### src/rtl/uart_rx_data_sampling.sv
// UART receiver oversampling front end: synchronises RX_IN, majority-votes three
// samples around the bit centre and assembles the data bits LSB-first.
module uart_rx_data_sampling #(
  parameter int DATA_WIDTH     = 8,
  parameter int PRESCALE_WIDTH = 6
) (
  input  logic                      clk,
  input  logic                      rst,
  input  logic                      RX_IN,
  input  logic [PRESCALE_WIDTH-1:0] Prescale,
  input  logic                      sample_enable,
  input  logic [4:0]                edge_count,
  input  logic [3:0]                bit_count,
  output logic                      rx_sync,
  output logic                      sampled_bit,
  output logic                      sample_valid,
  output logic [DATA_WIDTH-1:0]     data_byte,
  output logic                      byte_done
);

  logic                      sync_meta;
  logic                      s0;
  logic                      s1;
  logic                      prescale_legal;
  logic [PRESCALE_WIDTH-1:0] mid;
  logic [PRESCALE_WIDTH-1:0] edge_ext;
  logic                      sampling;
  logic                      vote;

  assign prescale_legal = (Prescale == PRESCALE_WIDTH'(8))  ||
                          (Prescale == PRESCALE_WIDTH'(16)) ||
                          (Prescale == PRESCALE_WIDTH'(32));
  assign mid      = Prescale >> 1;
  assign edge_ext = PRESCALE_WIDTH'(edge_count);
  assign sampling = sample_enable && prescale_legal;
  assign vote     = (s0 & s1) | (s0 & rx_sync) | (s1 & rx_sync);

  // RX_IN is asynchronous to clk, so it passes through two flops before any use
  always_ff @(posedge clk or posedge rst) begin
    if (rst) begin
      sync_meta <= 1'b1;
      rx_sync   <= 1'b1;
    end else begin
      sync_meta <= RX_IN;
      rx_sync   <= sync_meta;
    end
  end

  // The third sample is voted directly from rx_sync on the edge after the centre
  always_ff @(posedge clk or posedge rst) begin
    if (rst) begin
      s0           <= 1'b1;
      s1           <= 1'b1;
      sampled_bit  <= 1'b1;
      sample_valid <= 1'b0;
      byte_done    <= 1'b0;
      data_byte    <= '0;
    end else begin
      sample_valid <= 1'b0;
      byte_done    <= 1'b0;
      if (!sample_enable) begin
        s0 <= 1'b1;
        s1 <= 1'b1;
      end else if (sampling) begin
        if (edge_ext == mid - PRESCALE_WIDTH'(1)) begin
          s0 <= rx_sync;
        end
        if (edge_ext == mid) begin
          s1 <= rx_sync;
        end
        if (edge_ext == mid + PRESCALE_WIDTH'(1)) begin
          sampled_bit  <= vote;
          sample_valid <= 1'b1;
          byte_done    <= (bit_count == 4'(DATA_WIDTH));
          for (int i = 0; i < DATA_WIDTH; i++) begin
            if (bit_count == 4'(i + 1)) begin
              data_byte[i] <= vote;
            end
          end
        end
      end
    end
  end

endmodule

### config.mk
export PLATFORM = sky130hd
export DESIGN_NAME = uart_rx_data_sampling
export DESIGN_NICKNAME = d
export VERILOG_FILES = /design/src/rtl/uart_rx_data_sampling.sv
export SDC_FILE = /design/constraint.sdc
export NUM_CORES = 1
export LEC_CHECK = 0
export ABC_AREA = 1
export CORE_MARGIN = 5
export CORE_UTILIZATION = 47
export CTS_CLUSTER_DIAMETER = 40
export DETAILED_ROUTE_END_ITERATION = 8
export HOLD_SLACK_MARGIN = 0.15
export PLACE_DENSITY = 0.78
export REMOVE_ABC_BUFFERS = 1
export SKIP_LAST_GASP = 1
export SLEW_MARGIN = 25
export SYNTH_ARGS = -nofsm -noshare
export SYNTH_HDL_FRONTEND = slang
export SYNTH_SLANG_ARGS = --single-unit
### constraint.sdc
create_clock -name clk -period 1.4 [get_ports clk]
set_input_delay 0.28 -clock clk [delete_from_list [all_inputs] [get_ports clk]]
set_output_delay 0.28 -clock clk [all_outputs]
set_load 0.05 [all_outputs]
==> results of run 1 <==
-- power groups by stage --
stage / Sequential, uW / Combinational [uW] / Clock, uW
5_1_grt: 451 / 411 / 302
3_3_place_gp: 458 / 303 / 0
6_report: 450 / 385 / 267
3_5_place_dp: 458 / 312 / 0
2_1_floorplan: 471 / 122 / 0
4_1_cts: 450 / 341 / 263
-- layer usage --
| metal | share of wire [%] | vias to the layer above | track usage, % |
|---|---|---|---|
| met4 | 2.6 | 0 | 6.149 |
| met2 | 53 | 80 | 39.12 |
| met5 | 0 | - | 0 |
| li1 | - | 649 | - |
| met3 | 6.6 | 14 | 5.921 |
| met1 | 38 | 662 | 28.74 |
-- worst max-delay path, delay by kind of cell --
kind	cells	cell delay, ps
buffers and inverters	2	710
AND/OR/NAND/NOR	4	710
-- cell usage after synthesis (all sizes together) --
master | number | area, um2
nand2 | 67 | 254.0
inv | 22 | 82.58
nand3 | 20 | 100.1
nor2 | 14 | 75.07
dfrtp | 10 | 250.2
nand4 | 9 | 56.30
nor3 | 8 | 40.04
dfstp | 5 | 131.4
buf | 4 | 45.04
ha | 2 | 25.02
xor2 | 2 | 17.52
clkinv | 1 | 3.750
maj3 | 1 | 10.01
nand3b | 1 | 7.510
nor4 | 1 | 6.260
or2 | 1 | 6.260
xnor2 | 1 | 8.760
-- kinds of logic after synthesis --
| logic type | after synthesis | share of synthesized area [%] |
|---|---|---|
| buffers and inverters | 27 | 11.73 |
| adder cells (fa/ha/maj) | 3 | 3.128 |
| AND/OR/NAND/NOR | 121 | 48.72 |
| XOR/XNOR | 3 | 2.347 |
| flip-flops | 15 | 34.08 |
-- sequential cells by signal (all words and copies together) (netlist names) --
name and cells:
data_byte 8, byte_done 1, rx_sync 1, s0 1
s1 1, sample_valid 1, sampled_bit 1, sync_meta 1
-- worst max-delay path by stage --
stage	endpoint	from	slack, ps
after floorplan	data_byte[7]	Prescale[2]	-150
after global placement	data_byte[5]	Prescale[2]	-650
after detailed placement	data_byte[0]	Prescale[2]	-770
after CTS	data_byte[2]	bit_count[2]	3
after global routing	data_byte[7]	bit_count[0]	-140
final	data_byte[7]	bit_count[0]	-100
-- final cells by class --
| class | instances | area, um2 | share of cell area, % |
|---|---|---|---|
| inverter | 23 | 88.84 | 4.610 |
| tap | 28 | 35.03 | 1.818 |
| sequential | 15 | 381.6 | 19.81 |
| timing repair buffer | 56 | 651.9 | 33.83 |
| multi-input combinational | 127 | 742.0 | 38.51 |
| clock inverter | 1 | 5.005 | 0.2597 |
| clock buffer | 3 | 22.52 | 1.169 |
-- through the flow --
stage,instance area (um2),cells,worst slack (ps),util (%)
2_1_floorplan,1075,165,-145.3,-
3_3_place_gp,1705,243,-653.2,76.36
3_5_place_dp,1705,243,-772.9,76.36
4_1_cts,1859,253,2.938,83.25
5_1_grt,1927,253,-142.9,86.27
6_report,1927,253,-102.7,86.27
-- repair_timing --
item / in CTS / in global routing
setup buffers: 5 / 1
resized for setup: 45 / 21
setup endpoints to repair: 13 / 12
gates cloned: 1 / 0
pin swaps: 10 / 10
==> results.md, run 1 <==
* Status: finished with violations
* Failing checks: setup timing
* Reg2reg end: data_byte[2]
* Remaining DRCs at 0
* Crit-path max FO at 4
* Via/cell ratio at 5.553
* Total Wirelength at 4254 um
* Die area at around 0.0035 mm2
* Cell Pwr Density at 572.1 mW/mm2
* Overall Global Routing Usage at 23.01%
* Post-CTS Hold Fix Bufs at 0
* P&R area growth vs syn at 72.07%
* Sw frac at between 30% and 40%
* Mapped cell area at between 0.001 and 0.0015 mm2
* Final antenna-violating net count at 0
* ANT cells at 0
* Overall Power at 1102 uW
* Initial DRC count at 79
* First-pass GRT wire length at between 6000 and 7000 um
* Power share of the sequential group at 40.8%
* Antenna violations before repair at 0
* Total core area at about 0.0022 mm2
* Max-slew violations at 0
* Fillcell total at 113
* R2R cell count at 3
* Leakage at 0.0009476 uW
* Layout cells sized above 1 at 39.11%
* Ys Warns at 0
* CTS tree: yes
* Cell variety after synth at 19
* Most frequent cells in the layout: nand2_1, buf_4, inv_1, nand3_1, buf_12
* Worst Hold Slack at 287.0 ps
* Final min period at 1503 ps
* Max-cap violations at 0
* Post-route setup TNS at -307.7 ps
* Skew-Pair Late Insertion Delay at 300 ps
* Num CTS Buffers at 3
* Worst-margin pin slew at 410.4 ps
* Initial Util at roughly 50%
* Overflow after GRT at 0
* Final Hold Fails at 0
* Crit-path most repeated cell: nand2_1
* Crit end category: register
* Synth Register Bits at 15
* RSZ-0062 raised after global routing: true
* Period utilisation layout at 107.3%
* Slowest cell delay on critical path at 510 ps
* Pin count of the biggest net entering global routing at 16
* DP Wirelength at between 2000 and 3000 um
* Die width at roughly 59 um
* TritonRoute pass-1 iters at 4
* Maximum VDD drop at 0.6154 mV
* H-tree depth at 1
* Die height at 58.81 um
* Port bufs at 30
* Vias at 1405
* Cells after synthesis at 169
* Sequential fraction of the synthesis area at 34.08%
* CP Data Arrival Time at between 1500 and 2000 ps
* Critical R2R Launch: rx_sync
* Synth Area per Inst at between 6 and 7 um2
* Clk Tree Root Cell: clkbuf_4
* Fin nets at 247
* Critical Path, Cell by Cell: clkdlybuf4s50_1 -> nor4_1 -> buf_4 -> nand3_2 -> nand2_1 -> nand2_1
* Max Freq at 0.6655 GHz
* Routability Congestion at 0.8627
* Worst EP required at 1590 ps
* Slowest CP cell: clkdlybuf4s50_1
* Vias in the first global route at between 1000 and 1500
* Most common cell after layout, fill and taps aside: nand2_1
* Ports at 31
* Worst setup margin at -102.7 ps
* Max_slew headroom at 72.39%
* Worst Hold Class: in2async
* Worst Skew at just under 6 ps
* Routed len/inst at 16.81 um
* FF-to-FF setup slack at 180 ps
* Finish-stage setup viols at 8
* CTS sink count at 15
* Kind of critical path: in2reg
* P_int at 721.9 uW
* Clock-pin slew on the worst setup and hold paths at 100 ps
* Row count at 17
* Clock group share of total power at 24.2%
* Switching power at 380.4 uW
* Critical path launch point type: primary input
* Clk buf depth at 2
* Comb pwr share at between 30% and 40%
No activity file was read; power rests on OpenSTA's default activity.
==> run 2, diff against run 1 <==
--- a/config.mk
+++ b/config.mk
@@ -7,12 +7,12 @@
 export LEC_CHECK = 0
 export ABC_AREA = 1
 export CORE_MARGIN = 5
-export CORE_UTILIZATION = 47
+export CORE_UTILIZATION = 49
+export CTS_BUF_LIST = sky130_fd_sc_hd__clkbuf_4
 export CTS_CLUSTER_DIAMETER = 40
 export DETAILED_ROUTE_END_ITERATION = 8
 export HOLD_SLACK_MARGIN = 0.15
-export PLACE_DENSITY = 0.78
-export REMOVE_ABC_BUFFERS = 1
+export PLACE_DENSITY = 0.81
 export SKIP_LAST_GASP = 1
 export SLEW_MARGIN = 25
 export SYNTH_ARGS = -nofsm -noshare
==> run 2 against run 1 <==
Effect of this change: critical endpoint is now data_byte[1]; first-iteration DRC count up 47%; sequential share of layout area down 0.46 points; the flow still finishes with violations (setup timing); worst setup slack worse by 24 ps; critical path depth unchanged; global-route usage up 1.8 points; clock skew down 4.2 ps; critical path type unchanged; sequential cell count unchanged; combinational power up 10%.
==> results.md, run 2 (synthesis gave the netlist of run 1 again) <==
* Status: finished with violations
* Failing checks: setup timing
* Clk buf depth at 2
* Slowest cell delay on critical path at 630 ps
* Most common cell after layout, fill and taps aside: nand2_1
* Initial Util at 51.11%
* Max_slew headroom at 75.41%
* Slowest CP cell: clkdlybuf4s50_1
* Synth Net Count at 190
* Total Wirelength at 4684 um
* Post-route setup TNS at -449.0 ps
* CTS tree: yes
* Initial DRC count at between 100 and 150
* Max-cap violations at 0
* Ports at 31
* Worst Hold Class: in2async
* Dpl cells at 241
* Num CTS Buffers at 3
* Pin count of the biggest net entering global routing at 18
* Kind of critical path: in2reg
* FF-to-FF setup slack at 80 ps
* Antenna violations before repair at 0
* RSZ-0062 raised after global routing: true
* Crit end category: register
* Total core area at 0.002191 mm2
* Vias at 1518
* Via/cell ratio at around 6.0
* Max-slew violations at 0
* Post-CTS Hold Fix Bufs at 0
* CP Data Arrival Time at approximately 1700 ps
* Cell Pwr Density at roughly 580 mW/mm2
* Fillcell total at 94
* Die area at approximately 0.0033 mm2
* P&R area growth vs syn at 76.20%
* Routed len/inst at about 18 um
* ANT cells at 0
* Layout cells sized above 1 at 40.27%
* Port bufs at 30
* Area post-placement at 0.001705 mm2
* CTS sink count at 15
* Fin nets at 248
* Non-Filler Instances at 254
* Vias in the first global route at 1362
* Critical Path, Cell by Cell: clkdlybuf4s50_1 -> inv_1 -> nor3_1 -> nand3_1 -> nand2_1 -> nand2_1
* Critical path launch point type: primary input
* Final min period at 1527 ps
* Crit-path max FO at 4
* Worst setup margin at -126.8 ps
* Leakage at 0.0009680 uW
* Die height at 57.81 um
* First-pass GRT wire length at 6334 um
* Overall Power at 1138 uW
* Routability Congestion at roughly 0.84
* Maximum VDD drop at between 0.5 and 0.6 mV
* Finish-stage setup viols at 7
* Row count at 17
* Period utilisation layout at 109.1%
* Final Hold Fails at 0
* Max Freq at 0.6550 GHz
* Most frequent cells in the layout: nand2_1, buf_4, inv_1, buf_12, nand3_1
* DP Wirelength at 2513 um
* Clk Tree Root Cell: clkbuf_4
* Number of flip-flops under the largest register name at 8
* TritonRoute pass-1 iters at 4
* Skew-Pair Late Insertion Delay at 290 ps
* Crit-path most repeated cell: nand2_1
* Largest Register: data_byte
* Worst EP required at 1590 ps
* Remaining DRCs at 0
* H-tree depth at 1
* Die width at a little under 60 um
* Final antenna-violating net count at 0
* Clock-pin slew on the worst setup and hold paths at ~100 ps
* Worst-margin pin slew at 366.3 ps
* Overall Global Routing Usage at 24.79%
* Worst Skew at 1.722 ps
* Overflow after GRT at 0
* Design area at 0.001973 mm2
[run 2: cell types whose count changed in the layout (fill, tap and decap cells not counted), sizes merged]
cell and change:
clkbuf +4, buf -2, clkdlybuf4s50 -1, dlygate4sd2 -1, dlymetal6s2s +1
[run 2: stage by stage]
step / utilization [%] / setup WS [ps] / hold WS [ps]
detailed placement: 77.84 / -733.7 / 348.4
global route: 90.06 / -172.3 / 323.1
global placement: 77.84 / -608.2 / 348.1
finish: 90.06 / -126.8 / 302.7
CTS: 85.04 / 1.411 / 280.5
floorplan: - / -158.6 / 177.9
[run 2: routing by layer]
metal / part of all wire, % / vias to the layer above / track usage, %
met5: 0 / - / 0
met4: 7.4 / 0 / 8.940
met3: 9.6 / 44 / 5.122
met2: 49 / 131 / 46.77
met1: 34 / 691 / 26.91
li1: - / 652 / -
[run 2: worst paths after layout]
check                              from           end  cells past startpoint
setup / recovery           bit_count[1]  data_byte[1]                      6
max in group asynchronous           rst   sampled_bit                      3
min in group clk              sync_meta       rx_sync                      0
hold / removal                      rst  data_byte[2]                      3
setup reg to reg                rx_sync  data_byte[3]                      3
hold reg to reg               sync_meta       rx_sync                      0
[run 2: area by class of cell]
class,count,area (um2),share of cell area (%)
Inverter,23,91.34,4.629
Multi-Input combinational cell,127,752.0,38.11
Tap cell,28,35.03,1.776
Clock inverter,1,5.005,0.2536
Sequential cell,15,381.6,19.34
Clock buffer,3,22.52,1.141
Timing Repair Buffer,57,685.7,34.75
[run 2: power by group]
group          internal [uW]  leakage [uW]  switching [uW]
Sequential               444      0.000192            7.07
Combinational            198      0.000758             227
Clock                    106     0.0000177             156
Total                    748      0.000968             390
[run 2: critical path: cells and delay by family]
kind	cells	cell delay, ps
buffers and inverters	2	800
and+or+nand+nor	4	640
[run 2: timing repair]
item,4_1_cts,5_1_grt
endpoints found under the setup margin,13,11
resized for setup,36,36
pin swaps,11,13
setup buffers,6,2
gates cloned,2,2
endpoints found under the hold margin,0,0
==> run 3, diff against run 2 <==
--- a/config.mk
+++ b/config.mk
@@ -10,6 +10,7 @@
 export CORE_UTILIZATION = 49
 export CTS_BUF_LIST = sky130_fd_sc_hd__clkbuf_4
 export CTS_CLUSTER_DIAMETER = 40
+export CTS_CLUSTER_SIZE = 16
 export DETAILED_ROUTE_END_ITERATION = 8
 export HOLD_SLACK_MARGIN = 0.15
 export PLACE_DENSITY = 0.81
==> results of run 3 <==
No change in the layout: final DEF, timing and power equal those of run 2.
